File: config.mk
export PLATFORM = sky130hd
export DESIGN_NAME = branch_resolve_queue
export DESIGN_NICKNAME = d
export VERILOG_FILES = /design/src/rtl/branch_resolve_queue_pkg.sv /design/src/rtl/brq_entry_ram.sv /design/src/rtl/branch_resolve_queue.sv
export SDC_FILE = /design/constraint.sdc
export NUM_CORES = 1
export LEC_CHECK = 0
export CORE_MARGIN = 4
export CORE_UTILIZATION = 30
export DETAILED_ROUTE_END_ITERATION = 8
export PLACE_DENSITY = 0.47
export SLEW_MARGIN = 20
export SYNTH_ARGS = -nofsm -noshare
export SYNTH_HDL_FRONTEND = slang
export SYNTH_SLANG_ARGS = --single-unit
File: constraint.sdc
create_clock -name clk -period 46.1 [get_ports clk]
set_input_delay 11.525 -clock clk [delete_from_list [all_inputs] [get_ports clk]]
set_output_delay 11.525 -clock clk [all_outputs]
set_load 0.01 [all_outputs]
File: src/rtl/branch_resolve_queue_pkg.sv
// Shared encodings for the GHT/IJTC update interface and the branch resolve queue.
// Action fields and checkpoint width match the GlobalHistoryTable consumer.
package branch_resolve_queue_pkg;

  localparam int SINGLE_WORD        = 32;
  localparam int GHT_CHECKPOINT_LEN = 36;  // {dest[31:2], ghr[3:0], counter[1:0]}

  typedef enum logic [1:0] {
    PHT_IDLE    = 2'd0,
    PHT_DIRECT  = 2'd1,
    PHT_REPAIRE = 2'd2
  } pht_action_e;

  typedef enum logic [1:0] {
    IJTC_IDLE    = 2'd0,
    IJTC_DIRECT  = 2'd1,
    IJTC_REPAIRE = 2'd2
  } ijtc_action_e;

  typedef struct packed {
    logic         need_repair;
    pht_action_e  pht_action;
    ijtc_action_e ijtc_action;
  } repair_action_t;

  localparam int REPAIR_ACTION_W = $bits(repair_action_t);

  // A not-taken branch only mispredicts on direction; a taken one also on target.
  function automatic logic is_mispredict(
    input logic                   pred_take,
    input logic [SINGLE_WORD-1:0] pred_dest,
    input logic                   take,
    input logic [SINGLE_WORD-1:0] dest
  );
    return (take != pred_take) | (take & (dest != pred_dest));
  endfunction

endpackage

File: src/rtl/brq_entry_ram.sv
// Entry storage for the branch resolve queue: one write port, async read of the head entry.
// Write lands on the clock edge; read is combinational, so no backpressure is involved here.
module brq_entry_ram #(
  parameter int DEPTH   = 8,
  parameter int WIDTH   = 101,
  parameter int ADDR_W  = $clog2(DEPTH)
) (
  input  logic              clk,
  input  logic              we,
  input  logic [ADDR_W-1:0] waddr,
  input  logic [WIDTH-1:0]  wdata,
  input  logic [ADDR_W-1:0] raddr,
  output logic [WIDTH-1:0]  rdata
);

  logic [WIDTH-1:0] mem [DEPTH];

  always_ff @(posedge clk) begin
    if (we) begin
      mem[waddr] <= wdata;
    end
  end

  assign rdata = mem[raddr];

endmodule

File: src/rtl/branch_resolve_queue.sv
// In-order queue of predicted branches resolved against the backend; emits one registered
// GHT/IJTC update 1 cycle after each resolve. enq_ready drops when full; resolve never frees a slot same-cycle.
module branch_resolve_queue
  import branch_resolve_queue_pkg::*;
#(
  parameter int DEPTH  = 8,
  parameter int CKPT_W = GHT_CHECKPOINT_LEN
) (
  input  logic                    clk,
  input  logic                    rst,
  input  logic                    enq_valid_i,
  output logic                    enq_ready_o,
  input  logic [SINGLE_WORD-1:0]  enq_vAddr_i,
  input  logic [CKPT_W-1:0]       enq_checkPoint_i,
  input  logic                    enq_predTake_i,
  input  logic [SINGLE_WORD-1:0]  enq_predDest_i,
  input  logic                    res_valid_i,
  input  logic                    res_take_i,
  input  logic [SINGLE_WORD-1:0]  res_dest_i,
  input  logic                    flush_i,
  output repair_action_t          FU_repairAction_o,
  output logic [CKPT_W-1:0]       FU_allCheckPoint_o,
  output logic [SINGLE_WORD-1:0]  FU_erroVAddr_o,
  output logic                    FU_correctTake_o,
  output logic [SINGLE_WORD-1:0]  FU_correctDest_o,
  output logic                    mispredict_o,
  output logic [$clog2(DEPTH):0]  count_o
);

  localparam int AW      = $clog2(DEPTH);
  localparam int PW      = AW + 1;
  localparam int ENTRY_W = SINGLE_WORD + CKPT_W + 1 + SINGLE_WORD;

  logic [PW-1:0]          rd_ptr, wr_ptr;
  logic                   empty, full;
  logic                   do_enq, do_res, mispredict;
  logic [ENTRY_W-1:0]     wr_entry, rd_entry;
  logic [SINGLE_WORD-1:0] head_vaddr, head_pred_dest;
  logic [CKPT_W-1:0]      head_ckpt;
  logic                   head_pred_take;

  assign empty       = (rd_ptr == wr_ptr);
  assign full        = (rd_ptr[AW-1:0] == wr_ptr[AW-1:0]) && (rd_ptr[AW] != wr_ptr[AW]);
  assign enq_ready_o = ~full & ~rst;
  assign count_o     = wr_ptr - rd_ptr;

  assign wr_entry = {enq_vAddr_i, enq_checkPoint_i, enq_predTake_i, enq_predDest_i};
  assign {head_vaddr, head_ckpt, head_pred_take, head_pred_dest} = rd_entry;

  // Flush outranks resolve; a mispredict squashes the same-cycle enqueue as wrong-path.
  assign do_res     = res_valid_i & ~empty & ~flush_i & ~rst;
  assign mispredict = do_res & is_mispredict(head_pred_take, head_pred_dest, res_take_i, res_dest_i);
  assign do_enq     = enq_valid_i & enq_ready_o & ~flush_i & ~mispredict;

  brq_entry_ram #(
    .DEPTH  (DEPTH),
    .WIDTH  (ENTRY_W),
    .ADDR_W (AW)
  ) u_entry_ram (
    .clk   (clk),
    .we    (do_enq),
    .waddr (wr_ptr[AW-1:0]),
    .wdata (wr_entry),
    .raddr (rd_ptr[AW-1:0]),
    .rdata (rd_entry)
  );

  always_ff @(posedge clk) begin
    if (rst) begin
      rd_ptr <= '0;
      wr_ptr <= '0;
    end else if (flush_i) begin
      rd_ptr <= wr_ptr;
    end else begin
      if (do_enq) begin
        wr_ptr <= wr_ptr + PW'(1);
      end
      if (mispredict) begin
        rd_ptr <= wr_ptr;
      end else if (do_res) begin
        rd_ptr <= rd_ptr + PW'(1);
      end
    end
  end

  // Data fields hold between updates; only need_repair and mispredict_o pulse.
  always_ff @(posedge clk) begin
    if (rst) begin
      FU_repairAction_o  <= '0;
      FU_allCheckPoint_o <= '0;
      FU_erroVAddr_o     <= '0;
      FU_correctTake_o   <= 1'b0;
      FU_correctDest_o   <= '0;
      mispredict_o       <= 1'b0;
    end else begin
      FU_repairAction_o.need_repair <= do_res;
      mispredict_o                  <= mispredict;
      if (do_res) begin
        FU_repairAction_o.pht_action  <= mispredict ? PHT_REPAIRE : PHT_DIRECT;
        FU_repairAction_o.ijtc_action <= mispredict ? IJTC_REPAIRE : IJTC_DIRECT;
        FU_allCheckPoint_o            <= head_ckpt;
        FU_erroVAddr_o                <= head_vaddr;
        FU_correctTake_o              <= res_take_i;
        FU_correctDest_o              <= res_take_i ? res_dest_i : head_vaddr + 32'd8;
      end
    end
  end

endmodule

Word level (Yosys, flattened, before mapping) --
Memories as Yosys holds them, arrays and structs flattened. A register that Yosys moved wholly into a read port is not among the register bits. Index checks and enable logic that the tools add are counted.
Storage, ports and cells: bits in registers 113, bits in writable memories 808, bits of input ports 139, output and inout bits 112, memories 1
Memory list:
- u_entry_ram.mem | words 8, width 101, read ports 1, clocked after Yosys merged registers in 1, write ports 1, line brq_entry_ram.sv:16 | logic [WIDTH-1:0] mem [DEPTH];
Cells by class: add/subtract/negate cells 4, eq/ne operators 5, mux-type cells 9, bitwise logic cells 15, reduce and logical (&&, ||, !) cells 3
Operators with widths (count):
- 32-bit by 4-bit adder with 32-bit output (second input constant) | 1
- 32-bit 2-to-1 mux | 1
- 32-bit inequality test | 1
- 4-bit 2-to-1 mux | 3
- 1-bit AND | 9
- 4-bit by 1-bit adder with 4-bit output (second input constant) | 2
- 3-bit 2-to-1 mux | 2
- 1-bit NOT | 5
- 4-bit equality test | 1
- 4-bit subtractor | 1
- 3-bit equality test | 1
- 3-bit nonzero test | 1
- 1-bit 2-to-1 mux | 2
- 2-bit 2-to-1 mux | 1
- 1-bit inequality test | 2
- 2-bit AND reduction | 1
- 1-bit logical AND | 1
- 1-bit bitwise OR | 1

Depth between registers and ports, before layout --
word-level depth 10, gate-level depth with buffers 17, mapped depth without buffers 12

Hierarchy --
From an unflattened synthesis, not the netlist that was laid out.
Unflattened totals: cell total of the unflattened synthesis 1874, area, all modules 35743.0 um^2
Modules (own cells, without submodules):
- brq_entry_ram | instances 1, cells each 1180, area each 30390.4 um^2
- branch_resolve_queue | instances 1, cells each 694, area each 5352.6 um^2

Worst setup path before layout --
No wires, ideal clock.
path type input -> register, start input port res_take_i, end memory u_entry_ram.mem[3][0], enable pin, setup time 845 ps, arrival 23022 ps, slack 22233 ps, stages 8, path buffers 2, cells stage by stage clkbuf_1 > nand2_1 > nor3_1 > nand4_1 > nor4_4 > nor2_2 > buf_2 > nor4b_1
On the way: cells in the longest elaborated chain, start to end 7
RTL lines:
- start: declaration | line branch_resolve_queue.sv:18 | input logic res_take_i,
- 1-bit inequality test / 1-bit AND (equally long branches) | line branch_resolve_queue_pkg.sv:35 | return (take != pred_take) | (take & (dest != pred_dest));
- 1-bit bitwise OR * | line branch_resolve_queue_pkg.sv:35
- 1-bit AND * | line branch_resolve_queue.sv:52 | assign mispredict = do_res & is_mispredict(head_pred_take, head_pred_dest, res_take_i, res_dest_i);
- 1-bit NOT * | line branch_resolve_queue.sv:53 | assign do_enq = enq_valid_i & enq_ready_o & ~flush_i & ~mispredict;
- 1-bit AND * | line branch_resolve_queue.sv:53
- 1-bit 2-to-1 mux * | line brq_entry_ram.sv:19 | if (we) begin
- 1-bit 2-to-1 mux (implied by the code) * | line brq_entry_ram.sv:20 | mem[waddr] <= wdata;
- end: declaration | line brq_entry_ram.sv:16
Every way passes the cells marked *; elsewhere a longest branch is shown, timed or not.

Final worst setup path --
start input port rst, end output port enq_ready_o
On the way: cells in the longest elaborated chain, start to end 2
RTL lines:
- start: declaration | line branch_resolve_queue.sv:10 | input logic rst,
- 1-bit NOT | line branch_resolve_queue.sv:44 | assign enq_ready_o = ~full & ~rst;
- 1-bit AND | line branch_resolve_queue.sv:44
- end: declaration | line branch_resolve_queue.sv:12 | output logic enq_ready_o,
Every way passes these cells.

==> impl_metrics.tcl <==
set metrics [dict create \
    status "complete, no violations" \
    die_area_um2 124000 \
    grt_pass1_wl_mm 142 \
    async_flop_share_pct 0 \
    path_clk_slew_ns 0.06 \
    cap_violations 0 \
    dp_slack_ns 21.74 \
    switching_share_pct 21.1 \
    final_nets 2278 \
    placed_cell_area_um2 40000 \
    tns_ns 0 \
    dr.pass1.iters 5 \
    synth_top_area_cell "edfxtp_1" \
    row_count 126 \
    hp-class "flip-flop to flip-flop" \
    end_kind "output port" \
    hold_violations 0 \
    yosysMostFrequentCell "edfxtp_1" \
    postRouteAntennaNets 0 \
    drt_wl_total_mm 98.6 \
    max_slew_margin_pct 25.8 \
    hpwlAfterDp_mm 58.7 \
    vias 18500 \
    finalNonFillerCells 3764 \
    die_w_um 353 \
    ys_ff_latch 924 \
    numCtsBuffers 101 \
    tightest_slew_ns 1.11 \
    antenna_found_initial 30 \
    vias_per_cell 4.90 \
    p_int_mw 1.41 \
    irDropWorstVdd_v 0.0000263 \
    clkPwrFrac_pct 43.7 \
    grt_start_max_net_pins 102 \
    setup_violations 0 \
    synthToLayoutAreaGrowth_pct 21.2 \
    layout-drive-gt1-share_pct 17.3 \
    die_h_um 353 \
    drtIter0Drc 1291 \
    synth_edf_count 808 \
    power.share.sequential_pct 51.5 \
    core_area_um2 118000 \
    period_minus_slack_ns 24.33 \
    final_area_um2 43200 \
    critical_path_class "input port to output port" \
    p_leak_nw 13.0 \
    dp_cells 3565 \
    path_max_fanout 55 \
    yosysTopAreaCellShare_pct 68.0 \
    place_congestion 0.736 \
    power_density_nw_per_um2 41.4 \
    initial_core_util_pct 30.2 \
    regArea_um2 26600 \
    fill_cells 10900 \
    critPathArrivalTime_ns 12.81 \
    holdWs_ns 0.462 \
    cts_num_sinks 924 \
    p_sw_uw 378 \
    synth.avg_cell_area_um2 19.3 \
    fmax_mhz 41.1 \
    slew_violations 0 \
    power_frac_comb_pct 4.9 \
    synth_seq_area_share_pct 74.6 \
    port_buffers 250 \
    syn_inst 1848 \
    grt_pass1_vias 19300 \
    cts_tree "built" \
    overflow 0 \
    h-tree-depth 3 \
    synthesis.area_um2 35700 \
    cp.required_ns 34.58 \
    grt_usage_pct 15.6 \
    cts_setup_buffers 0 \
    multiInputGateArea_um2 8560 \
    synthTopCellsByArea "edfxtp_1 68%, mux4_2 11%, dfxtp_1 6.5%" \
    synthTopCellsByCount "808 x edfxtp_1, 182 x mux4_2, 134 x mux2i_1, 117 x nor2_1, 116 x dfxtp_1" \
    cts_resized 0 \
    io_pins 251 \
    fin_skew_ns 0.0419 \
    fin_crit_sh_pct 52.8 \
    ys_types 59 \
    clockRootBuffer "clkbuf_16" \
    setup_slack_ns 21.77 \
    clock_latency_ns 0.68 \
    routedWlPerCell_um 26.2 \
    drc_errors 0 \
    ctsHoldBuffers 0 \
    synth_flop_cell "edfxtp_1" \
    synth_nets 1994 \
    rsz0062_at_grt "no" \
    ys_warn_count 0 \
    cts_buffer_depth 3 \
    cp-start-kind "input port" \
]
-- cell families after synthesis --
family	after synthesis	share of synthesized area, %
compound gates	192	3.72
flops	924	74.6
simple gates	236	3.15
xor+xnor	52	1.28
mux	320	15.4
fa+ha+maj	7	0.267
buf+inv	117	1.64
-- worst paths after layout --
| kind | from | end | slack (ns) | depth (start not counted) |
|---|---|---|---|---|
| setup / recovery | rst | enq_ready_o | 21.77 | 3 |
| hold / removal | FU_correctDest_o[1] | FU_correctDest_o[1] | 0.46 | 2 |
| setup reg to reg | flip-flop | u_entry_ram.mem[6][28] | 38.17 | 14 |
| hold reg to reg | FU_correctDest_o[1] | FU_correctDest_o[1] | 0.46 | 2 |
-- worst max-delay path, cell delays in order --
cell	delay [ns]
buf_4	0.31
a41oi_1	0.36
clkdlybuf4s50_1	0.60
-- layout by cell type, fill, tap and decap left out, types with 6 or more instances in the layout --
cell type	n
o22ai_1	8
mux2i_1	134
clkdlybuf4s50_1	248
xnor2_1	30
nor3_1	13
a211oi_1	73
ha_1	6
diode_2	8
nand2_1	38
inv_1	9
nand3_1	13
o211ai_1	15
buf_4	33
a21oi_1	30
a22o_1	6
mux4_2	182
edfxtp_1	808
clkbuf_1	35
nand2b_1	7
and3_1	10
buf_12	6
clkinv_1	16
nor2_1	117
clkbuf_8	8
dfxtp_1	113
clkbuf_16	104
xor2_1	22
a22oi_1	12
clkinv_2	13
o21ai_0	26
-- sequential cells by signal, summed over array words and instances, names as in the netlist, named ones only --
signal / flops
u_entry_ram.mem: 808
FU_allCheckPoint_o: 36
FU_correctDest_o: 32
FU_erroVAddr_o: 32
rd_ptr: 4
wr_ptr: 4
FU_repairAction_o: 3
FU_correctTake_o: 1
mispredict_o: 1
-- power by group through the flow --
stage,registers [mW],logic (mW),clock network [mW]
after floorplan,0.938,0.0413,0
after global placement,0.937,0.0872,0
after detailed placement,0.938,0.0885,0
after CTS,0.920,0.0889,0.801
after global routing,0.920,0.0938,0.838
final,0.920,0.0870,0.780
-- layer usage --
metal | track usage (%) | part of all wire [%] | up-vias
met2 | 25.3 | 48 | 486
met5 | 0 | 0.12 | -
li1 | - | - | 8076
met1 | 21.4 | 44 | 9745
met4 | 4.19 | 2.1 | 16
met3 | 3.29 | 5.9 | 137
-- stage by stage --
| step | utilization, % | power [mW] |
|---|---|---|
| floorplan | - | 0.980 |
| finish | 36.6 | 1.79 |
| global placement | 33.8 | 1.02 |
| CTS | 36.6 | 1.81 |
| detailed placement | 33.9 | 1.03 |
| global route | 36.6 | 1.85 |
-- area by class of cell --
type	count	share of cell area (%)
flip-flops and latches	924	61.6
multi-input cells	807	19.8
repair buffers	288	6.61
clock buffers	147	6.58
well taps	1536	4.45
clock inverters	44	0.843
inverters	10	0.0985
diodes	8	0.0463
(Power assumes the default switching activity.)
